## src/rtl/conv_pkg.sv

```systemverilog
// Shared definitions for the power-of-two convolution row: weight-code layout, FSM encodings, beat math.
// Pure declarations; no latency or flow control of its own.
package conv_pkg;

    // Weight code is {en, sign, shift}; sign/en offsets count up from bit SHW.
    localparam int W_SHIFT = 0;
    localparam int W_SIGN  = 0;
    localparam int W_EN    = 1;

    typedef enum logic [1:0] {
        ST_IDLE = 2'd0,
        ST_LOAD = 2'd1,
        ST_RUN  = 2'd2
    } state_t;

    function automatic int nb(input int acc_w, input int dw);
        return acc_w / dw;
    endfunction

    function automatic int beat_w(input int acc_w, input int dw);
        return (nb(acc_w, dw) > 1) ? $clog2(nb(acc_w, dw)) : 1;
    endfunction

endpackage

```

## src/rtl/conv_tap_serial.sv

```systemverilog
// One tap: adds its signed power-of-two contribution to the passing partial beat, carry kept per tap.
// Combinational through the chain; carry and weight code registered.
// No flow control; the row advances a beat whenever i_vld is high.
module conv_tap_serial
    import conv_pkg::*;
#(
    parameter int DW    = 8,
    parameter int ACC_W = 16,
    parameter int SHW   = 3,
    parameter int BW    = 1
) (
    input  logic           clk,
    input  logic           rst,
    input  logic           i_we,
    input  logic [SHW+1:0] i_wcode,
    input  logic [DW-1:0]  i_x,
    input  logic [BW-1:0]  i_beat,
    input  logic           i_vld,
    input  logic [DW-1:0]  i_part,
    output logic [DW-1:0]  o_part
);

    localparam int SIGN_B = SHW + W_SIGN;
    localparam int EN_B   = SHW + W_EN;

    logic [SHW+1:0]   r_wcode;
    logic             r_carry;
    logic [ACC_W-1:0] w_p;
    logic [DW-1:0]    w_slice;
    logic [DW-1:0]    w_op;
    logic             w_en;
    logic             w_sign;
    logic             w_cin;
    logic [DW:0]      w_sum;

    assign w_en    = r_wcode[EN_B];
    assign w_sign  = r_wcode[SIGN_B];
    assign w_p     = ACC_W'(i_x) << r_wcode[W_SHIFT +: SHW];
    assign w_slice = DW'(w_p >> (DW * i_beat));

    // Negation is ~p + 1: invert every beat, inject the +1 as beat-0 carry-in.
    assign w_op   = !w_en ? '0 : (w_sign ? ~w_slice : w_slice);
    assign w_cin  = (i_beat == '0) ? (w_en & w_sign) : r_carry;
    assign w_sum  = {1'b0, i_part} + {1'b0, w_op} + {{DW{1'b0}}, w_cin};
    assign o_part = w_sum[DW-1:0];

    always_ff @(posedge clk) begin
        if (rst) begin
            r_wcode <= '0;
            r_carry <= 1'b0;
        end else begin
            if (i_we)
                r_wcode <= i_wcode;
            if (i_vld)
                r_carry <= w_sum[DW];
        end
    end

endmodule

```

## src/rtl/conv_row_pow2_serial.sv

```systemverilog
// K-tap 1-D convolution row with power-of-two weights, result emitted as NB beats LSB first.
// Beat b of a sample accepted in cycle t appears in cycle t+1+b.
// in_ready only while idle or on the last beat; output has no back-pressure.
module conv_row_pow2_serial
    import conv_pkg::*;
#(
    parameter int   K     = 7,
    parameter int   DW    = 8,
    parameter int   ACC_W = 16,
    parameter int   SHW   = 3,
    localparam int  BW    = beat_w(ACC_W, DW)
) (
    input  logic           clk,
    input  logic           rst,
    input  logic           cfg_start,
    input  logic           cfg_valid,
    input  logic [SHW+1:0] cfg_w,
    input  logic           in_valid,
    output logic           in_ready,
    input  logic [DW-1:0]  in_x,
    output logic           out_valid,
    output logic [DW-1:0]  out_data,
    output logic [BW-1:0]  out_beat,
    output logic           out_last,
    output logic [1:0]     state_o
);

    localparam int          NB        = nb(ACC_W, DW);
    localparam int          WCW       = (K > 1) ? $clog2(K) : 1;
    localparam logic [BW-1:0] LAST_BEAT = BW'(NB - 1);

    state_t         r_state;
    logic [WCW-1:0] r_wcnt;
    logic [DW-1:0]  r_x [K];
    logic           r_vld;
    logic [BW-1:0]  r_beat;

    logic           w_last;
    logic           w_ready;
    logic           w_acc;
    logic [K-1:0]   w_we;
    logic [DW-1:0]  w_part [K+1];

    assign w_last  = r_vld && (r_beat == LAST_BEAT);
    assign w_ready = (r_state == ST_RUN) && (!r_vld || w_last);
    // A sample coinciding with cfg_start is dropped.
    assign w_acc   = in_valid && w_ready && !cfg_start;

    always_ff @(posedge clk) begin
        if (rst) begin
            r_state <= ST_IDLE;
            r_wcnt  <= '0;
            r_vld   <= 1'b0;
            r_beat  <= '0;
            for (int k = 0; k < K; k++)
                r_x[k] <= '0;
        end else if (cfg_start) begin
            r_state <= ST_LOAD;
            r_wcnt  <= '0;
            r_vld   <= 1'b0;
            r_beat  <= '0;
            for (int k = 0; k < K; k++)
                r_x[k] <= '0;
        end else begin
            if (r_state == ST_LOAD && cfg_valid) begin
                if (r_wcnt == WCW'(K - 1)) begin
                    r_state <= ST_RUN;
                    r_wcnt  <= '0;
                end else begin
                    r_wcnt <= r_wcnt + WCW'(1);
                end
            end
            if (w_acc) begin
                for (int k = K - 1; k > 0; k--)
                    r_x[k] <= r_x[k-1];
                r_x[0] <= in_x;
                r_vld  <= 1'b1;
                r_beat <= '0;
            end else if (r_vld) begin
                if (w_last) begin
                    r_vld  <= 1'b0;
                    r_beat <= '0;
                end else begin
                    r_beat <= r_beat + BW'(1);
                end
            end
        end
    end

    assign w_part[0] = '0;

    for (genvar k = 0; k < K; k++) begin : g_tap
        assign w_we[k] = (r_state == ST_LOAD) && cfg_valid && !cfg_start && (r_wcnt == WCW'(k));

        conv_tap_serial #(
            .DW    (DW),
            .ACC_W (ACC_W),
            .SHW   (SHW),
            .BW    (BW)
        ) u_tap (
            .clk     (clk),
            .rst     (rst),
            .i_we    (w_we[k]),
            .i_wcode (cfg_w),
            .i_x     (r_x[k]),
            .i_beat  (r_beat),
            .i_vld   (r_vld),
            .i_part  (w_part[k]),
            .o_part  (w_part[k+1])
        );
    end

    assign in_ready  = w_ready;
    assign out_valid = r_vld;
    assign out_data  = r_vld ? w_part[K] : '0;
    assign out_beat  = r_beat;
    assign out_last  = w_last;
    assign state_o   = r_state;

endmodule
```

## config.mk

```make
export PLATFORM = sky130hd
export DESIGN_NAME = conv_row_pow2_serial
export DESIGN_NICKNAME = d
export VERILOG_FILES = /design/src/rtl/conv_pkg.sv /design/src/rtl/conv_tap_serial.sv /design/src/rtl/conv_row_pow2_serial.sv
export SDC_FILE = /design/constraint.sdc
export NUM_CORES = 1
export LEC_CHECK = 0
export ABC_AREA = 1
export BUFFER_PORTS_ARGS = -buffer_cell sky130_fd_sc_hd__buf_2
export CAP_MARGIN = 20
export CORE_AREA = 2 2 131 133
export DETAILED_ROUTE_END_ITERATION = 8
export DIE_AREA = 0 0 133 135
export PLACE_DENSITY = 0.75
export SYNTH_ARGS = -nofsm -noshare
export SYNTH_HDL_FRONTEND = slang
export SYNTH_SLANG_ARGS = --single-unit
```

## constraint.sdc

```tcl
create_clock -name clk -period 7.4 [get_ports clk]
set_input_delay 1.11 -clock clk [delete_from_list [all_inputs] [get_ports clk]]
set_output_delay 1.11 -clock clk [all_outputs]
set_load 0.05 [all_outputs]
```

== Word-level counts from Yosys, hierarchy flattened ==
Memory sizes are Yosys's and may differ from the RTL's.
Index checks and enable logic that the tools add are counted.
W data, S select, Z words.

* Add/sub/neg operators: 15
* Equal/unequal tests: 8
* Shift operators: 14
* Mux-type cells: 53
* Bitwise gates (word level): 28
* Reductions and logical operators: 23

{| class="wikitable"
|+ Operator list
! operator !! number
|-
| $mux W8 || 29
|-
| $shl A8 B3 Y16 || 7
|-
| $shr A16 B4 Y8 || 7
|-
| $not A8 Y8 || 7
|-
| $add A8 B8 Y9 || 6
|-
| $add A9 B1 Y9 || 6
|-
| $mux W1 || 23
|-
| $or A1 B1 Y1 || 14
|-
| $logic_and A1 B1 Y1 || 13
|-
| $add A8 B1 Y9 || 1
|-
| $eq A3 B3 Y1 const B || 3
|-
| $and A1 B1 Y1 || 7
|-
| $eq A3 B2 Y1 const B || 2
|-
| $reduce_and A2 Y1 || 2
|-
| $reduce_bool A2 Y1 || 2
|-
| $add A3 B1 Y3 const B || 1
|-
| $eq A3 B1 Y1 const B || 1
|-
| $logic_not A3 Y1 || 1
|-
| $mux W3 || 1
|-
| $reduce_or A3 Y1 || 1
|-
| $eq A2 B1 Y1 const B || 1
|-
| $eq A2 B2 Y1 const B || 1
|-
| $logic_not A1 Y1 || 2
|-
| $reduce_or A2 Y1 || 1
|-
| other kinds (2) || 2
|}

* Flip-flop bits (word level): 49
* RAM bits: 56
* Input port bits: 18
* Output and inout bits: 14
* Logic and storage cells: 161
* Memories kept: 1

{| class="wikitable"
|+ Memories
! name !! words !! width !! read ports !! clocked after Yosys merged registers in !! write ports !! line !! source
|-
| r_x || 7 || 8 || 7 || 0 || 7 || conv_row_pow2_serial.sv:34 || <nowiki>logic [DW-1:0] r_x [K];</nowiki>
|}

== Depth between registers and ports, before layout ==
Gate-level depths: netlist (run 1).
An unclocked memory read counts as a cell.

* Depth after elaboration: 20
* Gate-level depth with buffers: 38

== Cells and area by module ==
A second synthesis (run 1) with hierarchy kept.

* Cell total of the unflattened synthesis: 1683
* Area, all modules: 11015.6 µm²

{| class="wikitable"
|+ By module, submodules not included
! module !! instances !! cells an instance !! area an instance (µm²) !! sequential area each (µm²)
|-
| conv_tap_serial at g_tap[0].u_tap ... || 4 || 200 || 1146.1 || 120.1
|-
| conv_row_pow2_serial || 1 || 286 || 2996.6 || 1661.6
|-
| conv_tap_serial at g_tap[4].u_tap ... || 2 || 201 || 1151.1 || 120.1
|-
| conv_tap_serial at g_tap[6].u_tap || 1 || 195 || 1132.3 || 120.1
|}

== Worst setup path after synthesis (run 1) ==
No wires, ideal clock.

* Path type: reg2out
* Start point: reg r_beat (netlist: out_beat)
* End point: out out_data[6]
* Arrival time: 6.760 ns
* Data required time: 6.290 ns
* Path slack: -0.470 ns
* Cell stages (with the launch flop): 31
* Buffers on the path: 3
* Path through: dfxtp_1 > buf_6 > inv_2 > buf_2 > clkbuf_1 > nand3_1 > nand2_1 > ha_1 > inv_1 > fa_1 > fa_1 > inv_1 > fa_1 > inv_1 > fa_1 > inv_1 > fa_1 > xor2_1 > ha_1 > a21oi_1 > nand2_1 > xnor2_1 > inv_1 > ha_1 > nand3_1 > nand3_1 > nand2_1 > nand2_1 > a21oi_1 > o21ai_0 > a21oi_1

* Word-level cells in the longest chain between the ends: 18
* Elaborated cells between the ends (all ways): 49

{| class="wikitable"
|+ RTL lines
! item !! line !! source
|-
| from (decl) || conv_row_pow2_serial.sv:36 || <nowiki>logic [BW-1:0] r_beat;</nowiki>
|-
| from (signal assigned) || conv_row_pow2_serial.sv:84 || <nowiki>r_beat <= r_beat + BW'(1);</nowiki>
|-
| $shr A16 B4 Y8 || conv_tap_serial.sv:39 || <nowiki>assign w_slice = DW'(w_p >> (DW * i_beat));</nowiki>
|-
| $not A8 Y8 || conv_tap_serial.sv:42 || <nowiki>assign w_op = !w_en ? '0 : (w_sign ? ~w_slice : w_slice);</nowiki>
|-
| $mux W8 (2 in a row) || conv_tap_serial.sv:42 ||
|-
| $add A8 B1 Y9 || conv_tap_serial.sv:44 || <nowiki>assign w_sum = {1'b0, i_part} + {1'b0, w_op} + {{DW{1'b0}}, w_cin};</nowiki>
|-
| $add A8 B8 Y9 || conv_tap_serial.sv:44 ||
|-
| $add A9 B1 Y9 || conv_tap_serial.sv:44 ||
|-
| $add A8 B8 Y9 || conv_tap_serial.sv:44 ||
|-
| $add A9 B1 Y9 || conv_tap_serial.sv:44 ||
|-
| $add A8 B8 Y9 || conv_tap_serial.sv:44 ||
|-
| $add A9 B1 Y9 || conv_tap_serial.sv:44 ||
|-
| $add A8 B8 Y9 || conv_tap_serial.sv:44 ||
|-
| $add A9 B1 Y9 || conv_tap_serial.sv:44 ||
|-
| $add A8 B8 Y9 || conv_tap_serial.sv:44 ||
|-
| $add A9 B1 Y9 || conv_tap_serial.sv:44 ||
|-
| $add A8 B8 Y9 || conv_tap_serial.sv:44 ||
|-
| $add A9 B1 Y9 (*) || conv_tap_serial.sv:44 ||
|-
| $mux W8 (*) || conv_row_pow2_serial.sv:115 || <nowiki>assign out_data = r_vld ? w_part[K] : '0;</nowiki>
|-
| to (decl) || conv_row_pow2_serial.sv:22 || <nowiki>output logic [DW-1:0] out_data,</nowiki>
|}

Mark *: on every way between the ends. The rest lies on a longest branch, timed or not.

== Worst setup path in the final report (run 1) ==
* Start point: reg g_tap[0].u_tap.r_wcode[0]
* End point: out out_data[7]

* Word-level cells in the longest chain between the ends: 19

{| class="wikitable"
|+ RTL lines
! item !! line !! source
|-
| from (decl) || conv_tap_serial.sv:26 || <nowiki>logic [SHW+1:0] r_wcode;</nowiki>
|-
| from (signal assigned) || conv_tap_serial.sv:53 || <nowiki>r_wcode <= i_wcode;</nowiki>
|-
| $shl A8 B3 Y16 (*) || conv_tap_serial.sv:38 || <nowiki>assign w_p = ACC_W'(i_x) << r_wcode[W_SHIFT +: SHW];</nowiki>
|-
| $shr A16 B4 Y8 (*) || conv_tap_serial.sv:39 ||
|-
| $not A8 Y8 || conv_tap_serial.sv:42 ||
|-
| $mux W8 (*) (2 in a row) || conv_tap_serial.sv:42 ||
|-
| $add A8 B1 Y9 (*) || conv_tap_serial.sv:44 ||
|-
| $add A8 B8 Y9 (*) || conv_tap_serial.sv:44 ||
|-
| $add A9 B1 Y9 (*) || conv_tap_serial.sv:44 ||
|-
| $add A8 B8 Y9 (*) || conv_tap_serial.sv:44 ||
|-
| (+2 left out) || -- ||
|-
| $add A9 B1 Y9 (*) || conv_tap_serial.sv:44 ||
|-
| $add A8 B8 Y9 (*) || conv_tap_serial.sv:44 ||
|-
| $add A9 B1 Y9 (*) || conv_tap_serial.sv:44 ||
|-
| $add A8 B8 Y9 (*) || conv_tap_serial.sv:44 ||
|-
| $add A9 B1 Y9 (*) || conv_tap_serial.sv:44 ||
|-
| $add A8 B8 Y9 (*) || conv_tap_serial.sv:44 ||
|-
| $add A9 B1 Y9 (*) || conv_tap_serial.sv:44 ||
|-
| $mux W8 (*) || conv_row_pow2_serial.sv:115 ||
|}

Marks and branches as above.

==> results of run 1 <==
[worst paths after layout]
| kind | startpoint | endpoint | slack (ns) |
|---|---|---|---|
| setup / recovery | g_tap[0].u_tap.r_wcode[0]$_SDFFE_PP0P_ | out_data[7] | -0.16 |
| hold / removal | r_x[3][0]$_SDFFE_PP0P_ | r_x[3][0]$_SDFFE_PP0P_ | 0.47 |
| setup reg to reg | g_tap[0].u_tap.r_wcode[0]$_SDFFE_PP0P_ | g_tap[6].u_tap.r_carry$_SDFFE_PP0P_ | 1.31 |
| hold reg to reg | r_x[3][0]$_SDFFE_PP0P_ | r_x[3][0]$_SDFFE_PP0P_ | 0.47 |
[layer usage]
| layer | track usage, % | wire length (µm) |
|---|---|---|
| met1 | 29.0 | 9600 |
| met4 | 11.2 | 791 |
| met2 | 51.0 | 12300 |
| met5 | 0 | 0 |
| met3 | 2.63 | 735 |
[power groups by stage]
stage | Sequential, mW | Combinational [mW] | Clock [mW]
detailed placement | 0.632 | 0.111 | 0
global route | 0.622 | 0.136 | 0.533
global placement | 0.632 | 0.109 | 0
CTS | 0.619 | 0.117 | 0.512
finish | 0.620 | 0.122 | 0.508
floorplan | 0.631 | 0.0734 | 0
[critical path: cells and delay by family (launching register included)]
family	cells	cell delay, ns
simple gates	11	0.84
compound gates	5	0.67
buf+inv	7	0.49
xor+xnor	2	0.38
fa+ha+maj	8	3.34
flops	1	0.36
[per-stage QoR]
step / setup slack [ns] / utilization [%] / setup TNS (ns) / hold slack (ns)
4_1_cts: -0.0826 / 61.6 / -0.130 / 0.464
5_1_grt: -0.434 / 63.1 / -1.59 / 0.494
3_3_place_gp: -0.0916 / 58.2 / -0.127 / 0.452
6_report: -0.157 / 63.1 / -0.370 / 0.469
2_1_floorplan: 0.00604 / - / 0 / 0.439
3_5_place_dp: -0.153 / 58.2 / -0.305 / 0.455
[layout by cell type, fill, tap and decap left out, types with 4 or more instances in the layout]
cell / synthesis / final
a21oi_1: 136 / 117
buf_4: 1 / 60
nand4_1: 7 / 7
nand2_1: 309 / 301
nor3_1: 9 / 9
dfxtp_1: 65 / 62
inv_1: 171 / 163
ha_1: 45 / 36
fa_2: 0 / 9
nor2_2: 10 / 12
xnor2_1: 8 / 7
nand2_4: 0 / 4
xor2_1: 32 / 32
nor2_1: 108 / 105
and2_1: 4 / 4
o31ai_1: 5 / 5
edfxtp_1: 40 / 40
o211ai_1: 5 / 5
nor3_4: 5 / 5
a21oi_2: 0 / 16
inv_2: 8 / 16
o21ai_0: 177 / 164
o21ai_1: 0 / 4
o21ai_2: 0 / 9
o22ai_1: 14 / 14
clkbuf_16: 0 / 10
nand2_2: 10 / 14
or2_2: 4 / 4
nand3_2: 11 / 22
nand3_1: 83 / 71
ha_4: 0 / 6
a221oi_1: 6 / 6
buf_2: 17 / 27
nor2_4: 4 / 5
[state kept, by name (all words and copies together) (netlist names)]
name / flops
g_tap.u_tap.r_carry: 7
g_tap.u_tap.r_wcode: 35
out_beat: 1
out_valid: 1
r_wcnt: 3
r_x: 56
state_o: 2
[kinds of logic after synthesis]
group	after synthesis	share of synthesized area (%)
flops	105	28.0
xor+xnor	40	3.92
fa+ha+maj	57	8.99
simple gates	567	28.2
buf+inv	227	10.3
compound gates	350	20.6
[final cells by class]
type | instances | area share, %
Clock buffer | 11 | 2.55
Sequential cell | 105 | 24.2
Tap cell | 220 | 2.66
Inverter | 182 | 6.68
Timing Repair Buffer | 93 | 6.63
Multi-Input combinational cell | 1014 | 56.8
Clock inverter | 5 | 0.519
[timing repair]
action | in CTS | in global routing
pin swaps | 26 | 44
gates resized for setup | 51 | 55
endpoints found under the setup margin | 5 | 5
buffers inserted | 6 | 5
gates cloned | 1 | 0
==> results.json, run 1 <==
{
  "critPathMaxStageDelay_ns": 0.55,
  "cp_common_cell": "fa_2",
  "drt_iter0_drc": 503,
  "drive_above_1_share_pct": 17.4,
  "ys_top_cells_by_area": "dfxtp_1 15%, edfxtp_1 13%, nand2_1 13%, o21ai_0 9.9%, a21oi_1 7.6%",
  "async_flop_share_pct": 0,
  "finalWirelength_mm": 23.4,
  "hpwl_mm": 17.1,
  "ff2ff_path_depth": 34,
  "grt_max_degree": 43,
  "syn_avg_cell_area_um2": 6.64,
  "rows": 47,
  "antenna_found_initial": 0,
  "cp.arrival_ns": 6.45,
  "required_ns": 6.29,
  "critPathKind": "register to output pin",
  "gp_congestion": 0.887,
  "period_share_pct": 102,
  "cts_buffer_depth": 2,
  "htreeDepth": 3,
  "power_frac_comb_pct": 9.8,
  "finalWorstPathRequiredPeriod_ns": 7.56,
  "slew_headroom_pct": 47.1,
  "fin_area_um2": 10400,
  "cts.clk_slew.worst_paths_ns": 0.07,
  "firstDrtPassIters": 5,
  "grt_pass1_wl_mm": 37.8,
  "fillers": 1442,
  "p_switching_mw": 0.330,
  "p_int_mw": 0.920,
  "synth_nets": 1421,
  "yosysMostFrequentCell": "nand2_1",
  "netlist_area_um2": 8930,
  "power_mw": 1.25,
  "die_h_um": 135,
  "hold_depth": 2,
  "stdcell_count": 1630,
  "p_sw_share_pct": 26.4,
  "area_delta_synth_final_pct": 15.9,
  "maxCapViolations": 0,
  "multi_input_area_um2": 5880,
  "die_w_um": 133,
  "routedWlPerCell_um": 14.4,
  "status": "finished, violations left",
  "io_pins": 32,
  "leakage_nw": 4.52,
  "clock_tree.root_cell": "clkbuf_16",
  "hold_class": "register to register",
  "via_per_inst": 5.44,
  "regArea_um2": 2510,
  "overflow": 0,
  "rsz0062_at_grt": "true",
  "ys_seq_elements": 105,
  "netlist_instances": 1346,
  "synth_edf_count": 40,
  "tritoncts": "built",
  "via_count": 8864,
  "p_per_area_nw_per_um2": 121,
  "peakVddDrop_uv": 102,
  "pwr-share-clk_pct": 40.6,
  "ctsHoldBuffers": 0,
  "synth.distinct_cells": 40,
  "diodes": 0,
  "ant_nets": 0,
  "place_area_um2": 9550,
  "setup_slack_ns": -0.157,
  "cts_num_sinks": 105,
  "route.detailed.drc": 0,
  "die_area_um2": 18000,
  "cp-end-kind": "output pin",
  "failed_checks": "negative setup slack",
  "ys_seq_area_share_pct": 28.0,
  "power_frac_seq_pct": 49.6,
  "tightest_slew_ns": 0.793,
  "slowest_stage": "fa_2",
  "dp.cells": 1602,
  "grt_pass1_vias": 8202,
  "crit_path_max_fanout": 5,
  "yosys_warnings": 0,
  "io_buffer_count": 31,
  "synth_ff_type": "dfxtp_1",
  "grtUsageTotal_pct": 26.2,
  "finalSetupViolations": 3,
  "yosysTopAreaCellShare_pct": 14.6,
  "clk_latency_ns": 0.36,
  "cts_inserted_buffers": 9,
  "hold_violations": 0,
  "slew_violations": 0,
  "max_freq_ghz": 0.132,
  "initial_core_util_pct": 54.5,
  "startpoint_type": "register",
  "synth_top_area_cell": "dfxtp_1",
  "nNetsFinal": 1480,
  "synthTopCellsByCount": "309 x nand2_1, 177 x o21ai_0, 171 x inv_1",
  "core_um2": 16400,
  "fin_skew_ns": 0.00942
}
Note: power is estimated with default switching activity, not from simulation.
==> inputs of run 2 (changes only) <==
--- a/config.mk
+++ b/config.mk
@@ -8,10 +8,11 @@
 export ABC_AREA = 1
 export BUFFER_PORTS_ARGS = -buffer_cell sky130_fd_sc_hd__buf_2
 export CAP_MARGIN = 20
-export CORE_AREA = 2 2 131 133
+export CORE_AREA = 2 2 145 147
 export DETAILED_ROUTE_END_ITERATION = 8
-export DIE_AREA = 0 0 133 135
-export PLACE_DENSITY = 0.75
+export DIE_AREA = 0 0 147 149
+export PLACE_DENSITY = 0.68
 export SYNTH_ARGS = -nofsm -noshare
 export SYNTH_HDL_FRONTEND = slang
+export SYNTH_HIERARCHICAL = 1
 export SYNTH_SLANG_ARGS = --single-unit
==> results.json, run 2 <==
{
  "clk_latency_ns": 0.35,
  "dp_worst_setup_slack_ns": -0.679,
  "status": "finished, violations left",
  "peakVddDrop_uv": 110,
  "die_h_um": 149,
  "final_common_cell": "nand2_1",
  "slowest_stage": "fa_2",
  "synth_edf_count": 40,
  "grt_pass1_vias": 10500,
  "diodes": 0,
  "failed_checks": "negative setup slack",
  "syn_avg_cell_area_um2": 6.55,
  "fin_skew_ns": 0.00820,
  "firstDrtPassIters": 5,
  "ctsHoldBuffers": 0,
  "grt_pass1_wl_mm": 50.2,
  "startpoint_type": "register",
  "grt_max_degree": 34,
  "setup_slack_ns": -0.872,
  "grtUsageTotal_pct": 28.0,
  "top_layer": "met4",
  "core_um2": 20600,
  "p_per_area_nw_per_um2": 106,
  "period_share_pct": 112,
  "gp_congestion": 0.890,
  "place_area_um2": 12200,
  "slew_violations": 0,
  "slew_headroom_pct": 46.6,
  "top_register": "r_x",
  "hold_violations": 0,
  "io_pins": 32,
  "tightest_slew_ns": 0.798,
  "drt_iter0_drc": 819,
  "overflow": 0,
  "ant_nets": 0,
  "cts.clk_slew.worst_paths_ns": 0.07,
  "largestRegisters": "r_x (56), g_tap.u_tap/r_wcode (35), g_tap.u_tap/r_carry (7)",
  "r2r-start": "g_tap[0].u_tap/r_wcode[0]$_SDFFE_PP0P_",
  "routedWlPerCell_um": 14.8,
  "nNetsFinal": 1862,
  "ys_seq_elements": 105,
  "rows": 53,
  "finalSetupViolations": 7,
  "io_buffer_count": 31,
  "final_cell_mix": "344 x nand2_1, 273 x nand3_1, 170 x inv_1, 144 x buf_4, 126 x nor2_1",
  "drive_above_1_share_pct": 28.7,
  "ys_top_cells_by_area": "nand3_1 13%, nand2_1 13%, dfxtp_1 12%, edfxtp_1 11%, inv_1 6.8%",
  "route.detailed.drc": 0,
  "post-route-util_pct": 65.2,
  "crit_buf_inv": 10,
  "yosys_warnings": 6,
  "finalWirelength_mm": 30.5,
  "leakage_nw": 6.27,
  "antenna_found_initial": 0,
  "cp.arrival_ns": 7.16,
  "synthTopCellsByCount": "375 x nand2_1, 284 x nand3_1, 201 x inv_1",
  "cts_num_sinks": 105,
  "cp_top_family": "adder cells",
  "synth.distinct_cells": 35,
  "htreeDepth": 3,
  "r2r_setup_slack_ns": 0.50,
  "ys_seq_area_share_pct": 22.7,
  "wl_met3_um": 868,
  "critPathMaxStageDelay_ns": 0.58,
  "die_area_um2": 21900,
  "initial_core_util_pct": 53.6,
  "via_per_inst": 5.31,
  "synth_top_area_cell": "nand3_1",
  "required_ns": 6.29,
  "yosysTopAreaCellShare_pct": 12.9,
  "via_count": 10900,
  "die_w_um": 147,
  "finalWorstPathRequiredPeriod_ns": 8.27,
  "worstHoldStart": "g_tap[3].u_tap/r_wcode[2]$_SDFFE_PP0P_",
  "async_flop_share_pct": 0,
  "largest_reg_flops": 56,
  "crit_path_max_fanout": 7,
  "fin_area_um2": 13400,
  "cts_inserted_buffers": 9,
  "clock_tree.root_cell": "clkbuf_16",
  "hold_class": "register to register",
  "rsz0062_at_grt": "true",
  "netlist_instances": 1683,
  "area_delta_synth_final_pct": 21.6,
  "synth_ff_type": "dfxtp_1",
  "cts_buffer_depth": 2,
  "netlist_area_um2": 11000,
  "yosysMostFrequentCell": "nand2_1",
  "dr_wl_met2_mm": 16.0,
  "cp-end-kind": "output pin",
  "hpwl_mm": 23.5,
  "critPathLaunch": "g_tap[0].u_tap/r_wcode[0]$_SDFFE_PP0P_",
  "max_freq_ghz": 0.121,
  "met1_length_mm": 12.8,
  "critPathKind": "register to output pin",
  "tritoncts": "built",
  "maxCapViolations": 0
}
-- run 2: cell count changes after synthesis, moves of 49 or more --
cell and change:
nand3_1 +201, o21ai_0 -116, nand2_1 +66, buf_4 +56
a21oi_1 -49
-- run 2: kinds of logic (layout without fill, tap and decap cells) --
group	Yosys count	after routing	share of synthesized area, %
flip-flops	105	105	22.7
buffers and inverters	345	439	15.5
AND/OR/NAND/NOR	949	949	41.7
adder cells (fa/ha/maj)	64	64	8.22
AO/OA/AOI/OAI	182	182	8.92
other	1	9	0.0340
XOR/XNOR	37	37	2.94
-- run 2: final cells by class --
type | count | area (µm²)
repair buffers | 186 | 1430
well taps | 275 | 344
fillers | 1859 | 7160
multi-input cells | 1241 | 7850
flip-flops and latches | 105 | 2510
clock buffers | 10 | 229
clock inverters | 6 | 78.8
inverters | 237 | 960
-- run 2: metal layers --
layer | GRT usage, % | up-vias
met4 | 9.95 | 0
met2 | 52.5 | 229
met5 | 0 | -
li1 | - | 5610
met1 | 33.8 | 5047
met3 | 2.20 | 57
-- run 2: worst register-to-register path: cells and delay by family, from the launching register on --
family | cells | cell delay, ns
adders and majority gates | 8 | 3.01
and+or+nand+nor | 14 | 1.22
buffers and inverters | 11 | 1.02
AOI/OAI and AO/OA | 4 | 0.63
xor gates and xnor gates | 3 | 0.54
DFF | 1 | 0.35
-- run 2: through the flow --
step | total power, mW | cells | hold WS (ns) | TNS, ns
after floorplan | 0.836 | 1691 | 0.474 | -2.02
after global placement | 0.885 | 2027 | 0.506 | -2.12
after detailed placement | 0.888 | 2027 | 0.510 | -2.69
after CTS | 1.41 | 2054 | 0.523 | -3.02
after global routing | 1.47 | 2060 | 0.550 | -5.75
final | 1.41 | 2060 | 0.525 | -4.18
-- run 2: worst paths after layout --
path                            depth (start not counted)                                     end
worst max-delay path                                   41                             out_data[7]
worst max register to register                         40     g_tap[6].u_tap/r_carry$_SDFFE_PP0P_
worst min register to register                          2  g_tap[3].u_tap/r_wcode[2]$_SDFFE_PP0P_
worst min-delay path                                    2  g_tap[3].u_tap/r_wcode[2]$_SDFFE_PP0P_
-- run 2: repair_timing --
item / in CTS / in global routing
setup endpoints to repair: 7 / 7
gates resized for setup: 102 / 46
setup buffers: 16 / 8
pin swaps: 61 / 51
-- run 2: power breakdown --
part           internal, mW  leakage (nW)  total [mW]  switching [mW]
sequential            0.610         0.970       0.624          0.0145
clock                 0.268         0.142       0.498           0.231
combinational         0.125          5.16       0.292           0.167
==> inputs of run 3 (changes only) <==
==> constraint.sdc (replaced) <==
create_clock -name clk -period 8.6 [get_ports clk]
set_input_delay 1.29 -clock clk [delete_from_list [all_inputs] [get_ports clk]]
set_output_delay 1.29 -clock clk [all_outputs]
set_load 0.05 [all_outputs]
==> results.json, run 3 (same netlist as run 2, synthesis figures left out) <==
{
  "drive_above_1_share_pct": 19.8,
  "fin_skew_ns": 0.00711,
  "multi_input_area_um2": 7390,
  "critPathLaunch": "r_x[0][7]$_SDFFCE_PN0P_",
  "core_um2": 20600,
  "pwr-share-clk_pct": 34.5,
  "slowest_stage": "fa_2",
  "io_buffer_count": 31,
  "drt_iter0_drc": 673,
  "hold_violations": 0,
  "top_register": "r_x",
  "max_freq_ghz": 0.118,
  "cts_inserted_buffers": 9,
  "worstHoldStart": "g_tap[0].u_tap/r_wcode[2]$_SDFFE_PP0P_",
  "r2r-start": "r_x[0][7]$_SDFFCE_PN0P_",
  "crit_buf_inv": 8,
  "maxCapViolations": 0,
  "hold_depth": 2,
  "worst_r2r_endpoint": "g_tap[6].u_tap/r_carry$_SDFFE_PP0P_",
  "dp_worst_setup_slack_ns": 0.0961,
  "routedWlPerCell_um": 15.1,
  "status": "complete, no violations",
  "gp_congestion": 0.901,
  "peakVddDrop_uv": 81.8,
  "overflow": 0,
  "power_mw": 1.14,
  "nNetsFinal": 1753,
  "die_w_um": 147,
  "p_sw_share_pct": 29.4,
  "leakage_nw": 5.70,
  "initial_core_util_pct": 53.6,
  "finalWirelength_mm": 29.5,
  "clk_latency_ns": 0.35,
  "via_count": 10400,
  "htreeDepth": 3,
  "largestRegisters": "r_x (56), g_tap.u_tap/r_wcode (35), g_tap.u_tap/r_carry (7)",
  "cts_buffer_depth": 2,
  "antenna_found_initial": 0,
  "cp_top_family": "adder cells",
  "firstDrtPassIters": 5,
  "critPathKind": "register to output pin",
  "die_h_um": 149,
  "grt_pass1_wl_mm": 46.4,
  "cts.clk_slew.worst_paths_ns": 0.07,
  "dr_wl_met2_mm": 14.6,
  "wl_met3_mm": 1.37,
  "cp.arrival_ns": 7.22,
  "critPathMaxStageDelay_ns": 0.59,
  "setup_slack_ns": 0.0915,
  "largest_reg_flops": 56,
  "slew_headroom_pct": 46.6,
  "finalWorstPathRequiredPeriod_ns": 8.51,
  "cp_common_cell": "nand2_1",
  "tightest_slew_ns": 0.797,
  "met1_length_mm": 12.7,
  "ant_nets": 0,
  "slew_violations": 0,
  "hold_class": "register to register",
  "area_delta_synth_final_pct": 8.71,
  "ctsHoldBuffers": 0,
  "grt_max_degree": 34,
  "diodes": 0,
  "die_area_um2": 21900,
  "via_per_inst": 5.35,
  "post-route-util_pct": 58.3,
  "power_frac_seq_pct": 47.5,
  "p_per_area_nw_per_um2": 94.9,
  "hpwl_mm": 22.3,
  "finalSetupViolations": 0,
  "ff2ff_path_depth": 37,
  "power_frac_comb_pct": 18.0,
  "startpoint_type": "register",
  "grtUsageTotal_pct": 26.2,
  "regArea_um2": 2510,
  "p_switching_mw": 0.334,
  "final_common_cell": "nand2_1",
  "clock_tree.root_cell": "clkbuf_16",
  "final_cell_mix": "360 x nand2_1, 277 x nand3_1, 190 x inv_1, 129 x nor2_1, 80 x a21oi_1",
  "fillers": 1999,
  "period_share_pct": 98.9,
  "cp-end-kind": "output pin",
  "cts_num_sinks": 105,
  "tritoncts": "built",
  "required_ns": 7.31,
  "route.detailed.drc": 0,
  "crit_path_max_fanout": 4,
  "io_pins": 32,
  "top_layer": "met4",
  "p_int_mw": 0.802,
  "r2r_setup_slack_ns": 1.76,
  "hold_path_end": "g_tap[0].u_tap/r_wcode[2]$_SDFFE_PP0P_",
  "grt_pass1_vias": 9508,
  "rows": 53
}
## run 3: routing by layer
| metal | global-route usage (%) | vias to the layer above |
|---|---|---|
| met5 | 0 | - |
| met4 | 8.22 | 0 |
| met3 | 2.84 | 39 |
| met2 | 47.2 | 236 |
| met1 | 33.1 | 4772 |
| li1 | - | 5393 |
## run 3: power groups by stage
stage	combinational [mW]	sequential (mW)	clock [mW]
6_report	0.205	0.539	0.392
5_1_grt	0.226	0.540	0.415
3_5_place_dp	0.167	0.549	0
4_1_cts	0.172	0.538	0.396
3_3_place_gp	0.165	0.550	0
2_1_floorplan	0.156	0.544	0
## run 3: final cells by class
cell class,count,share of cell area [%]
clock buffers,11,1.94
clock inverters,5,0.324
inverters,237,7.80
multi-input cells,1241,61.7
flip-flops and latches,105,21.0
well taps,275,2.87
repair buffers,77,4.38
## run 3: worst max-delay path by stage
| stage | to | slack, ns | depth (start not counted) |
|---|---|---|---|
| final | out_data[7] | 0.09 | 39 |
| after global routing | out_data[7] | -0.16 | 41 |
| after CTS | out_data[7] | 0.01 | 41 |
| after detailed placement | out_data[7] | 0.1 | 41 |
| after global placement | out_data[7] | 0.22 | 40 |
| after floorplan | out_data[7] | 0.02 | 46 |
## run 3: through the flow
stage	instances	hold slack [ns]	instance area, µm²	setup TNS [ns]
CTS	1923	0.525	11300	0
floorplan	1691	0.474	11100	0
detailed placement	1903	0.514	10900	0
finish	1951	0.517	12000	0
global placement	1903	0.509	10900	0
global route	1951	0.540	12000	-0.262
## run 3: worst reg2reg max path: cells and delay by family, from the launching register on
family	cells	cell delay, ns
adders and majority gates	8	2.82
and+or+nand+nor	19	1.68
xor gates and xnor gates	5	0.97
AOI/OAI and AO/OA	3	0.61
DFF	1	0.45
buffers and inverters	2	0.20
## run 3: repair_timing
action	4_1_cts	5_1_grt
setup buffers	4	28
gates cloned	0	0
setup endpoints to repair	3	4
pin swaps	4	65
hold endpoints to repair	0	0
resized for setup	10	94
